--- config.mk ---
export PLATFORM = sky130hd
export DESIGN_NAME = counter_seq_ctrl
export DESIGN_NICKNAME = d
export VERILOG_FILES = /design/src/rtl/counter_seq_ctrl.sv
export SDC_FILE = /design/constraint.sdc
export NUM_CORES = 1
export LEC_CHECK = 0
export BUFFER_PORTS_ARGS = -buffer_cell sky130_fd_sc_hd__buf_4
export CAP_MARGIN = 40
export CORE_MARGIN = 2
export CORE_UTILIZATION = 30
export CTS_CLUSTER_SIZE = 10
export DETAILED_ROUTE_END_ITERATION = 6
export SYNTH_ARGS = -nofsm -noshare
export SYNTH_HDL_FRONTEND = slang
export SYNTH_SLANG_ARGS = --single-unit
--- constraint.sdc ---
create_clock -name clk -period 1.7 [get_ports clk]
set_clock_uncertainty 0.05 [all_clocks]
set_input_delay 0 -clock clk [delete_from_list [all_inputs] [get_ports clk]]
set_output_delay 0 -clock clk [all_outputs]
set_load 0.03 [all_outputs]
--- src/rtl/counter_seq_ctrl.sv ---
`default_nettype none
// ============================================================================
// Module   : counter_seq_ctrl
// Purpose  : Sequencing controller for an N-bit up-counter. It accepts
//            start/stop/pause commands and runs the count from 0 to a
//            programmable limit in one-shot or periodic mode. Terminal count
//            is flagged with a single-cycle pulse.
// Ports    : clk       - system clock, rising edge
//            rst       - synchronous active-high reset
//            start_i   - start pulse, accepted in IDLE or DONE only
//            stop_i    - abort to IDLE from any state
//            pause_i   - level, freezes counting in RUN/HOLD
//            mode_i    - 0 one-shot, 1 periodic (latched on accepted start)
//            limit_i   - terminal value (latched on accepted start)
//            count_o   - current count (registered)
//            busy_o    - RUN or HOLD
//            paused_o  - HOLD
//            tc_o      - one-cycle terminal-count pulse
//            done_o    - DONE (one-shot finished)
// Revision : 1.0 - initial release
// ============================================================================
module counter_seq_ctrl #(
  parameter int N = 4
) (
  input  logic         clk,
  input  logic         rst,
  input  logic         start_i,
  input  logic         stop_i,
  input  logic         pause_i,
  input  logic         mode_i,
  input  logic [N-1:0] limit_i,
  output logic [N-1:0] count_o,
  output logic         busy_o,
  output logic         paused_o,
  output logic         tc_o,
  output logic         done_o
);

  localparam logic [1:0] S_IDLE = 2'd0;
  localparam logic [1:0] S_RUN  = 2'd1;
  localparam logic [1:0] S_HOLD = 2'd2;
  localparam logic [1:0] S_DONE = 2'd3;

  logic [1:0]   state_q, state_d;
  logic [N-1:0] count_q, count_d;
  logic [N-1:0] limit_q, limit_d;
  logic         mode_q,  mode_d;
  logic         tc_q,    tc_d;

  always_comb begin
    state_d = state_q;
    count_d = count_q;
    limit_d = limit_q;
    mode_d  = mode_q;
    tc_d    = 1'b0;

    if (stop_i) begin
      // Abort wins over every command, including a simultaneous start.
      state_d = S_IDLE;
      count_d = '0;
    end else begin
      case (state_q)
        S_IDLE, S_DONE: begin
          if (start_i) begin
            state_d = S_RUN;
            count_d = '0;
            limit_d = limit_i;
            mode_d  = mode_i;
          end
        end
        S_RUN: begin
          // Pause is checked before the terminal compare, so a pause that
          // lands on the terminal cycle defers the tc pulse.
          if (pause_i) begin
            state_d = S_HOLD;
          end else if (count_q == limit_q) begin
            tc_d = 1'b1;
            if (mode_q) begin
              count_d = '0;
            end else begin
              state_d = S_DONE;
            end
          end else begin
            count_d = count_q + 1'b1;
          end
        end
        S_HOLD: begin
          // Leaving HOLD does not count; counting resumes one edge later.
          if (!pause_i) begin
            state_d = S_RUN;
          end
        end
        default: begin
          state_d = S_IDLE;
          count_d = '0;
        end
      endcase
    end
  end

  always_ff @(posedge clk) begin
    if (rst) begin
      state_q <= S_IDLE;
      count_q <= '0;
      limit_q <= '0;
      mode_q  <= 1'b0;
      tc_q    <= 1'b0;
    end else begin
      state_q <= state_d;
      count_q <= count_d;
      limit_q <= limit_d;
      mode_q  <= mode_d;
      tc_q    <= tc_d;
    end
  end

  // Status flags decode only the state register: no input-to-output path.
  assign count_o  = count_q;
  assign busy_o   = (state_q == S_RUN) || (state_q == S_HOLD);
  assign paused_o = (state_q == S_HOLD);
  assign done_o   = (state_q == S_DONE);
  assign tc_o     = tc_q;

endmodule
`default_nettype wire

=== Word level (Yosys, flattened, before mapping) ===
Cells that the tools add are included.

* Reductions and logical operators: 9
* Add/sub/neg operators: 1
* Bitwise operators: 2
* Eq/ne operators: 10
* Mux-type cells: 12

{| class="wikitable"
|+ Operator list
! operator !! number
|-
| $mux 4 || 4
|-
| $mux 2 || 5
|-
| $ne 3x3->1 const B || 3
|-
| $pmux 4 s2 || 1
|-
| $reduce_and 4->1 || 2
|-
| $ne 2x2->1 const B || 3
|-
| $pmux 2 s3 || 1
|-
| $add 4x1->4 const B || 1
|-
| $eq 2x2->1 const B || 2
|-
| $eq 4x4->1 || 1
|-
| $reduce_or 2->1 || 2
|-
| $reduce_or 4->1 || 1
|-
| $reduce_and 3->1 || 1
|-
| $eq 2x1->1 const B || 1
|-
| $logic_not 2->1 || 1
|-
| $not 1->1 || 2
|-
| $reduce_bool 2->1 || 1
|-
| $logic_or 1x1->1 || 1
|-
| $mux 1 || 1
|}

* Input bits: 10
* Logic and storage cells: 39
* Output and inout bits: 8
* Flip-flop bits (word level): 12

=== Logic depth before layout (Yosys ltp) ===
Gate-level depths: netlist of run 1.

* Depth in word-level cells: 4
* Gate-level depth with buffers: 6

=== Worst setup path after synthesis of run 1 ===
Ideal clock, no wire load.

* Path type: register to register
* Start: register state_q[0]
* End: register state_q[0]
* Required time: 1.528 ns
* Cell stages (with the launch flop): 7
* Arrival: 1.528 ns
* Clock period less this slack: 1.700 ns
* Buffers on the path: 0
* Setup slack: 0.000 ns
* Setup time: 0.122 ns
* Cells stage by stage: dfxtp_1 > inv_1 > ha_1 > nor2b_1 > a21oi_1 > mux2_1 > o311a_1

* Cells in the longest elaborated chain, start to end: 4

{| class="wikitable"
|+ Ends and longest elaborated chain
! element !! RTL line !! RTL
|-
| from (decl) || 44 || <nowiki>logic [1:0] state_q, state_d;</nowiki>
|-
| from (signal assigned) || 109 || <nowiki>state_q <= state_d;</nowiki>
|-
| $eq 2x2->1 / $logic_not 2->1 (equally long branches) || 62 || <nowiki>case (state_q)</nowiki>
|-
| $reduce_or 2->1 || 62 ||
|-
| $ne 2x2->1 (no line) || n/a ||
|-
| $reduce_and 4->1 (no line) || n/a ||
|}

Several ways; a longest one is shown, not always the timed one.
A chain may end at the register's enable or synchronous reset.

=== Worst setup path in the final report of run 1 ===
* Start: register state_q[0]
* End: register count_q[3] (netlist: count_o[3])

* Cells in the longest elaborated chain, start to end: 4

{| class="wikitable"
|+ Ends and longest elaborated chain
! element !! RTL line !! RTL
|-
| $eq 2x2->1 / $logic_not 2->1 (equally long branches) || 62 ||
|-
| $reduce_or 2->1 || 62 ||
|-
| $ne 2x2->1 (no line) / $reduce_bool 2->1 (equally long branches) || n/a ||
|-
| $reduce_and 4->1 (no line) || n/a ||
|-
| to (signal assigned) || 110 || <nowiki>count_q <= count_d;</nowiki>
|-
| to (decl) || 45 || <nowiki>logic [N-1:0] count_q, count_d;</nowiki>
|}

Several ways; a longest one is shown, not always the timed one.

==> impl_results.md, run 1 <==
* Hold worst-path end: count_o[0]$_SDFFE_PP0P_
* Max Freq at 579 MHz
* Slew Viols, Final at 0
* Via density per instance at 4.75
* Max FO, Critical Path at 4
* Worst slew pin tran at approximately 0.40 ns
* Dominant cell type by area after synthesis: dfxtp_1
* Max cap viols at 0
* Worst Path Required at 1.85 ns
* Multi-input gate area at ~440 um^2
* Pwr Total at 0.614 mW
* Total grt overflow at 0
* FF+latch count, synth at 12
* RSZ-0062 raised after global routing: true
* Share of the synthesized area in the top cell type at 35.3%
* Total negative setup slack at -0.0625 ns
* Outcome: complete, but fails checks
* Final Wtd Congestion at slightly below 0.8
* Cells along the critical path: inv_1 > ha_1 > nor2b_2 > a2111oi_1 > o211ai_1 > a31oi_1
* Largest net degree at the start of global routing at 9
* Final design utilization at between 40 and 50%
* WP buf/inv at 1
* Top_reg_cell synth: dfxtp_1
* Starting Density at a little under a third
* Total number of vias at between 600 and 700
* Post-route setup slack at -0.0268 ns
* Die Span Y at approximately 52 um
* Crit path time final at about 1.7 ns
* H-tree depth at 1
* Port Buffers at 17
* Cells after synthesis at 72
* Vias in the first global route at 644
* Fin. Hold Viols at 0
* Io pins at 18
* Routed len/inst at 11.7 um
* Final net count at 123
* Max stage delay cell, worst path: a2111oi_1
* Hold WC Path Type: input pin to flip-flop
* Worst-path clk slew at 0.07 ns
* Max Buffers Root-to-Sink at 2
* Power Density at 605 nW/um^2
* Worst IR drop on VDD at 0.436 mV
* ANT cells at 0
* Residual DRC at 0
* WL final at 1580 um
* Post-synth EDFFs at 0
* DRT iter0 DRCs at 13
* YS warnings at 0
* Antenna violations before repair at 0
* Hold path start: start_i
* Die width at between 50 and 60 um
* R2R setup slack at -0.03 ns
* Synth top cells by count: 12 x dfxtp_1, 7 x nor2_1, 6 x mux2i_1
* Core Box Area at 2170 um^2
* Type of the worst setup path: flip-flop to flip-flop
* Clk root buf: clkbuf_4
* Post-Syn Area at between 600 and 700 um^2
* CP arrival at about 1.9 ns
* Worst flop-to-flop path endpoint: count_o[3]$_SDFFE_PP0P_
* Share of flip-flops with an asynchronous set or reset at 0%
* Top delay family on crit path: compound AO/OA/AOI/OAI gates
* Filler cell count at 216
* CTS tree: done
* Antenna Nets Post-Route at 0
* Post-Place Cells at around 120
* Count of cell types in the netlist at 29
* Crit path capture type: flip-flop
* Pre-antenna DRT Iters at 4
* Failing checks: negative setup slack
* Final period utilization at 102%
* Post-synthesis sequential area ratio at 35.3%
* Total track usage at 13.8%
* Fin cells at 135
* Slew margin rel. at roughly three quarters
* Leak at around 0.47 nW
* Register area at approximately 240 um^2
* # clock sinks at 12
* Clk_lat worst skew at approximately 0.26 ns
* # setup viols final at 3
* Hold depth at 5
* Reg-to-reg startpoint: state_q[0]$_SDFFE_PP0P_
* Num rows at 17
* Post-DP HPWL at ~1100 um
* CTS buffer count at 3
* Slowest stage delay, CP at 0.39 ns
* Mean post-synth cell area at 9.45 um^2
* Layout cells sized above 1 at 33.6%
* Most instantiated library cell after synthesis: dfxtp_1
* Setup crit start kind: flip-flop
* Area growth, synth to finish at 49.3%
* First-pass GRT wire length at 2750 um
* Register-to-Register Path Depth at 6
* Synth area leaders: dfxtp_1 35%, mux2i_1 8.8%, ha_1 7.4%
* Post-Synthesis Net Count at 86
* Die area at 2670 um^2
==> registers in the layout, summed over array words and instances, names as in the netlist <==
signal	flops
count_o	4
limit_q	4
state_q	2
mode_q	1
tc_o	1
==> repair_timing <==
| action | in CTS | in global routing |
|---|---|---|
| resized for setup | 1 | 5 |
| endpoints found under the hold margin | 7 | 0 |
| endpoints found under the setup margin | 3 | 5 |
| setup buffers | 1 | 0 |
| hold buffers | 8 | 0 |
==> worst max-delay path by stage <==
stage                            startpoint                       to  cells after the start
floorplan           state_q[0]$_SDFFE_PP0P_  state_q[0]$_SDFFE_PP0P_                      6
global placement    state_q[0]$_SDFFE_PP0P_  count_o[1]$_SDFFE_PP0P_                      6
detailed placement  state_q[0]$_SDFFE_PP0P_  state_q[0]$_SDFFE_PP0P_                      6
CTS                 state_q[0]$_SDFFE_PP0P_  count_o[1]$_SDFFE_PP0P_                      6
global route        state_q[0]$_SDFFE_PP0P_  count_o[3]$_SDFFE_PP0P_                      6
finish              state_q[0]$_SDFFE_PP0P_  count_o[3]$_SDFFE_PP0P_                      6
==> worst min-delay path, stage by stage <==
cell,delay [ns]
buf_4,0.09
nor2b_2,0.06
a21oi_2,0.17
nand2b_1,0.13
a31oi_1,0.06
==> power by group <==
| part | switching, mW | internal [mW] | total, mW |
|---|---|---|---|
| sequential | 0.00838 | 0.290 | 0.298 |
| combinational | 0.0683 | 0.0774 | 0.146 |
| clock | 0.0884 | 0.0817 | 0.170 |
==> final cells by class <==
type                    instances  share of cell area (%)
multi-input cells              56                    43.3
inverters                       4                    1.48
repair buffers                 32                    25.6
flip-flops and latches         12                    23.9
clock buffers                   3                    2.22
well taps                      28                    3.45
==> routing by layer <==
| layer | up-vias | share of wire (%) | global-route usage, % |
|---|---|---|---|
| met5 | - | 0 | 0 |
| met4 | 0 | 1.8 | 8.33 |
| met3 | 4 | 3.2 | 2.87 |
| met2 | 14 | 51 | 22.4 |
| met1 | 296 | 43 | 16.7 |
| li1 | 327 | - | - |
==> through the flow <==
| stage | area [um^2] | hold WS (ns) | setup WS (ns) |
|---|---|---|---|
| finish | 1020 | 0.243 | -0.0268 |
| global route | 1020 | 0.288 | -0.0861 |
| CTS | 1000 | 0.286 | 0.00988 |
| detailed placement | 892 | 0.170 | -0.0369 |
| global placement | 892 | 0.170 | 0.00804 |
| floorplan | 684 | 0.0224 | 0.0535 |
==> placed cells by master, fill, tap and decap left out, drive strengths merged, types with 2 or more instances in the layout <==
| cell type | count |
|---|---|
| nand2 | 4 |
| buf | 24 |
| mux2i | 6 |
| nand2b | 4 |
| clkbuf | 3 |
| dlygate4sd3 | 8 |
| nor2 | 7 |
| a21oi | 2 |
| a31oi | 2 |
| nor2b | 3 |
| o311a | 2 |
| dfxtp | 12 |
| xnor2 | 4 |
| inv | 4 |
| nor3 | 2 |
| or2 | 2 |
| ha | 4 |
==> cell families (layout without fill, tap and decap cells) <==
family / count (synthesis) / in the layout / synth area share [%]
xor+xnor: 4 / 4 / 7.35
buf+inv: 4 / 39 / 2.21
mux: 7 / 7 / 10.5
compound gates: 12 / 12 / 13.6
simple gates: 29 / 29 / 23.7
fa+ha+maj: 4 / 4 / 7.35
flops: 12 / 12 / 35.3
No activity file was read; power rests on OpenSTA's default activity.
==> run 2: changes to the inputs <==
Settings changed: ABC_AREA from default to 1.
==> run 2 against run 1 <==
Compared with the run above: clock power rose by 35%; utilization fell by 2.5 points; routed wire length fell by 11%; clock-buffer cell count rose by 1; register-to-register slack improved by 0.19 ns; setup slack improved by 0.19 ns; global-route usage fell by 1.6 points; critical path type unchanged; non-clock buffer count fell by 7; worst hold slack got worse by 0.22 ns; critical path depth rose by 2; critical endpoint is now count_o[0]$_SDFFE_PP0P_; highest routed layer unchanged; combinational power rose by 41%; the flow now finishes without violations.
==> impl_results.md, run 2 <==
* Outcome: complete, no violations (was complete, but fails checks)
* DRT iter0 DRCs at 0 (was 13)
* Max stage delay cell, worst path: dfxtp_1 (was a2111oi_1)
* Largest net degree at the start of global routing at 10 (was 9)
* YS warnings at 0 (unchanged)
* Share of flip-flops with an asynchronous set or reset at 0% (unchanged)
* Port Buffers at 17 (unchanged)
* Die Span Y at 52.7 um (was 51.6 um)
* Most frequent cells in the layout: 27 x nand2_1, 17 x buf_4, 12 x nor2_1, 12 x dfxtp_1, 11 x inv_1 (was 24 x buf_4, 10 x dfxtp_1, 8 x dlygate4sd3_1, 7 x nor2_1, 5 x mux2i_1)
* Final design utilization at 44.3% (was 46.8%)
* Post-DP HPWL at 1090 um (was 1130 um)
* Final net count at 144 (was 123)
* Synth area leaders: dfxtp_1 34%, nand2_1 14%, ha_1 7.0% (was dfxtp_1 35%, mux2i_1 8.8%, ha_1 7.4%)
* Clk_lat worst skew at 0.28 ns (was 0.26 ns)
* Dominant cell type by area after synthesis: dfxtp_1 (unchanged)
* Total grt overflow at 0 (unchanged)
* Total track usage at 12.2% (was 13.8%)
* Post-Syn Area at 711 um^2 (was 681 um^2)
* Worst Path Required at 1.82 ns (was 1.85 ns)
* Slew margin rel. at 76.7% (was 73.4%)
* Mean post-synth cell area at 7.11 um^2 (was 9.45 um^2)
* Routed len/inst at 8.97 um (was 11.7 um)
* Antenna violations before repair at 0 (unchanged)
* Leak at 0.465 nW (was 0.475 nW)
* Vias in the first global route at 600 (was 644)
* Residual DRC at 0 (unchanged)
* CTS tree: done (unchanged)
* Via density per instance at 4.33 (was 4.75)
* Die area at 2770 um^2 (was 2670 um^2)
* Io pins at 18 (unchanged)
* Post-synth EDFFs at 0 (unchanged)
* Antenna Nets Post-Route at 0 (unchanged)
* Num rows at 17 (unchanged)
* Worst slew pin tran at 0.348 ns (was 0.398 ns)
* Layout cells sized above 1 at 28.7% (was 33.6%)
* First-pass GRT wire length at 2510 um (was 2750 um)
* Most instantiated library cell after synthesis: nand2_1 (was dfxtp_1)
* FF+latch count, synth at 12 (unchanged)
* Post-synthesis sequential area ratio at 33.8% (was 35.3%)
* Slowest stage delay, CP at 0.37 ns (was 0.39 ns)
* Count of cell types in the netlist at 20 (was 29)
* Core Box Area at 2230 um^2 (was 2170 um^2)
* Final period utilization at 90.2% (was 102%)
* CP arrival at 1.66 ns (was 1.88 ns)
* Commonest non-fill, non-tap cell in the layout: nand2_1 (was buf_4)
* RSZ-0062 raised after global routing: false (was true)
* Area growth, synth to finish at 39.3% (was 49.3%)
* Cts hold-fix bufs at 8 (unchanged)
* Share of the synthesized area in the top cell type at 33.8% (was 35.3%)
* CTS buffer count at 3 (unchanged)
* Synth top cells by count: 27 x nand2_1, 12 x dfxtp_1, 12 x nor2_1 (was 12 x dfxtp_1, 7 x nor2_1, 6 x mux2i_1)
* # setup viols final at 0 (was 3)
* H-tree depth at 1 (unchanged)
* # clock sinks at 12 (unchanged)
* Worst IR drop on VDD at 0.709 mV (was 0.436 mV)
* Crit path time final at 1.53 ns (was 1.73 ns)
* Max cap viols at 0 (unchanged)
* WL final at 1410 um (was 1580 um)
* Clk root buf: clkbuf_4 (unchanged)
* Crit path capture type: flip-flop (unchanged)
* Max Freq at 652 MHz (was 579 MHz)
* WP buf/inv at 1 (unchanged)
* Post-Synthesis Net Count at 114 (was 86)
* Total number of vias at 680 (was 641)
* Type of the worst setup path: flip-flop to flip-flop (unchanged)
* ANT cells at 0 (unchanged)
* Pwr Total at 0.746 mW (was 0.614 mW)
* Power Density at 753 nW/um^2 (was 605 nW/um^2)
* Top delay family on crit path: simple AND/OR/NAND/NOR gates (was compound AO/OA/AOI/OAI gates)
* Setup crit start kind: flip-flop (unchanged)
* Top_reg_cell synth: dfxtp_1 (unchanged)
* Starting Density at 31.8% (was 31.4%)
* Hold WC Path Type: input pin to flip-flop (unchanged)
* Pre-antenna DRT Iters at 1 (was 4)
* Fin. Hold Viols at 0 (unchanged)
* CTS resizes at 0 (was 1)
* Final Wtd Congestion at 0.721 (was 0.791)
* Post-Place Cells at 145 (was 123)
* Worst-path clk slew at 0.08 ns (was 0.07 ns)
* Max FO, Critical Path at 6 (was 4)
* Total negative setup slack at 0 ns (was -0.0625 ns)
* Slew Viols, Final at 0 (unchanged)
* Fin cells at 157 (was 135)
* Die width at 52.7 um (was 51.6 um)
* Cells along the critical path: inv_1 > ha_1 > nand2_1 > nand2_1 > a21oi_4 > nand2_4 > nor2_1 > nor2_1 (was inv_1 > ha_1 > nor2b_2 > a2111oi_1 > o211ai_1 > a31oi_1)
* Cells after synthesis at 100 (was 72)
* Setup bufs post-CTS at 0 (was 1)
* Max Buffers Root-to-Sink at 2 (unchanged)
run 2: cells by family after synthesis:
kind of cell,count (synthesis),synth area share (%)
AND/OR/NAND/NOR,53,36.3
buffers and inverters,17,8.98
AO/OA/AOI/OAI,12,11.4
flip-flops,12,33.8
adder cells (fa/ha/maj),4,7.04
XOR/XNOR,2,2.47
run 2: area by class of cell:
type | count | area, um^2
Inverter | 17 | 63.8
Timing Repair Buffer | 25 | 208
Sequential cell | 12 | 240
Tap cell | 28 | 35.0
Fill cell | 246 | 1240
Clock buffer | 4 | 36.3
Multi-Input combinational cell | 71 | 407
run 2: final timing paths:
kind                           start                 endpoint  slack [ns]  depth (start not counted)
min                          start_i      mode_q$_SDFFE_PP0P_        0.02                          5
min reg2reg      mode_q$_SDFFE_PP0P_      mode_q$_SDFFE_PP0P_        0.43                          2
max          state_q[0]$_SDFFE_PP0P_  count_o[0]$_SDFFE_PP0P_        0.17                          8
max reg2reg  state_q[0]$_SDFFE_PP0P_  count_o[0]$_SDFFE_PP0P_        0.17                          8
run 2: routing by layer:
layer  global-route usage [%]  vias up  routed length, um
met5                        0        -                  0
met4                     3.85        0                  9
met3                     4.29        2                 84
met2                     19.4       15                618
met1                     15.4      290                695
li1                         -      373                  -
run 2: stage by stage:
| step | instance area, um^2 | hold slack (ns) | worst slack [ns] |
|---|---|---|---|
| final | 990 | 0.0181 | 0.167 |
| after global routing | 990 | 0.0364 | 0.00380 |
| after CTS | 990 | 0.0153 | 0.156 |
| after detailed placement | 873 | 0.168 | 0.186 |
| after global placement | 873 | 0.167 | 0.218 |
| after floorplan | 711 | 0.0191 | 0.295 |
run 2: report_power, final:
group,switching [mW],internal (mW)
logic,0.119,0.0871
registers,0.0126,0.297
clock network,0.0999,0.130
total,0.231,0.514
run 2: worst min-delay path, delay by kind of cell:
kind | cells | cell delay [ns]
simple gates | 2 | 0.08
buf+inv | 2 | 0.16
compound gates | 1 | 0.06
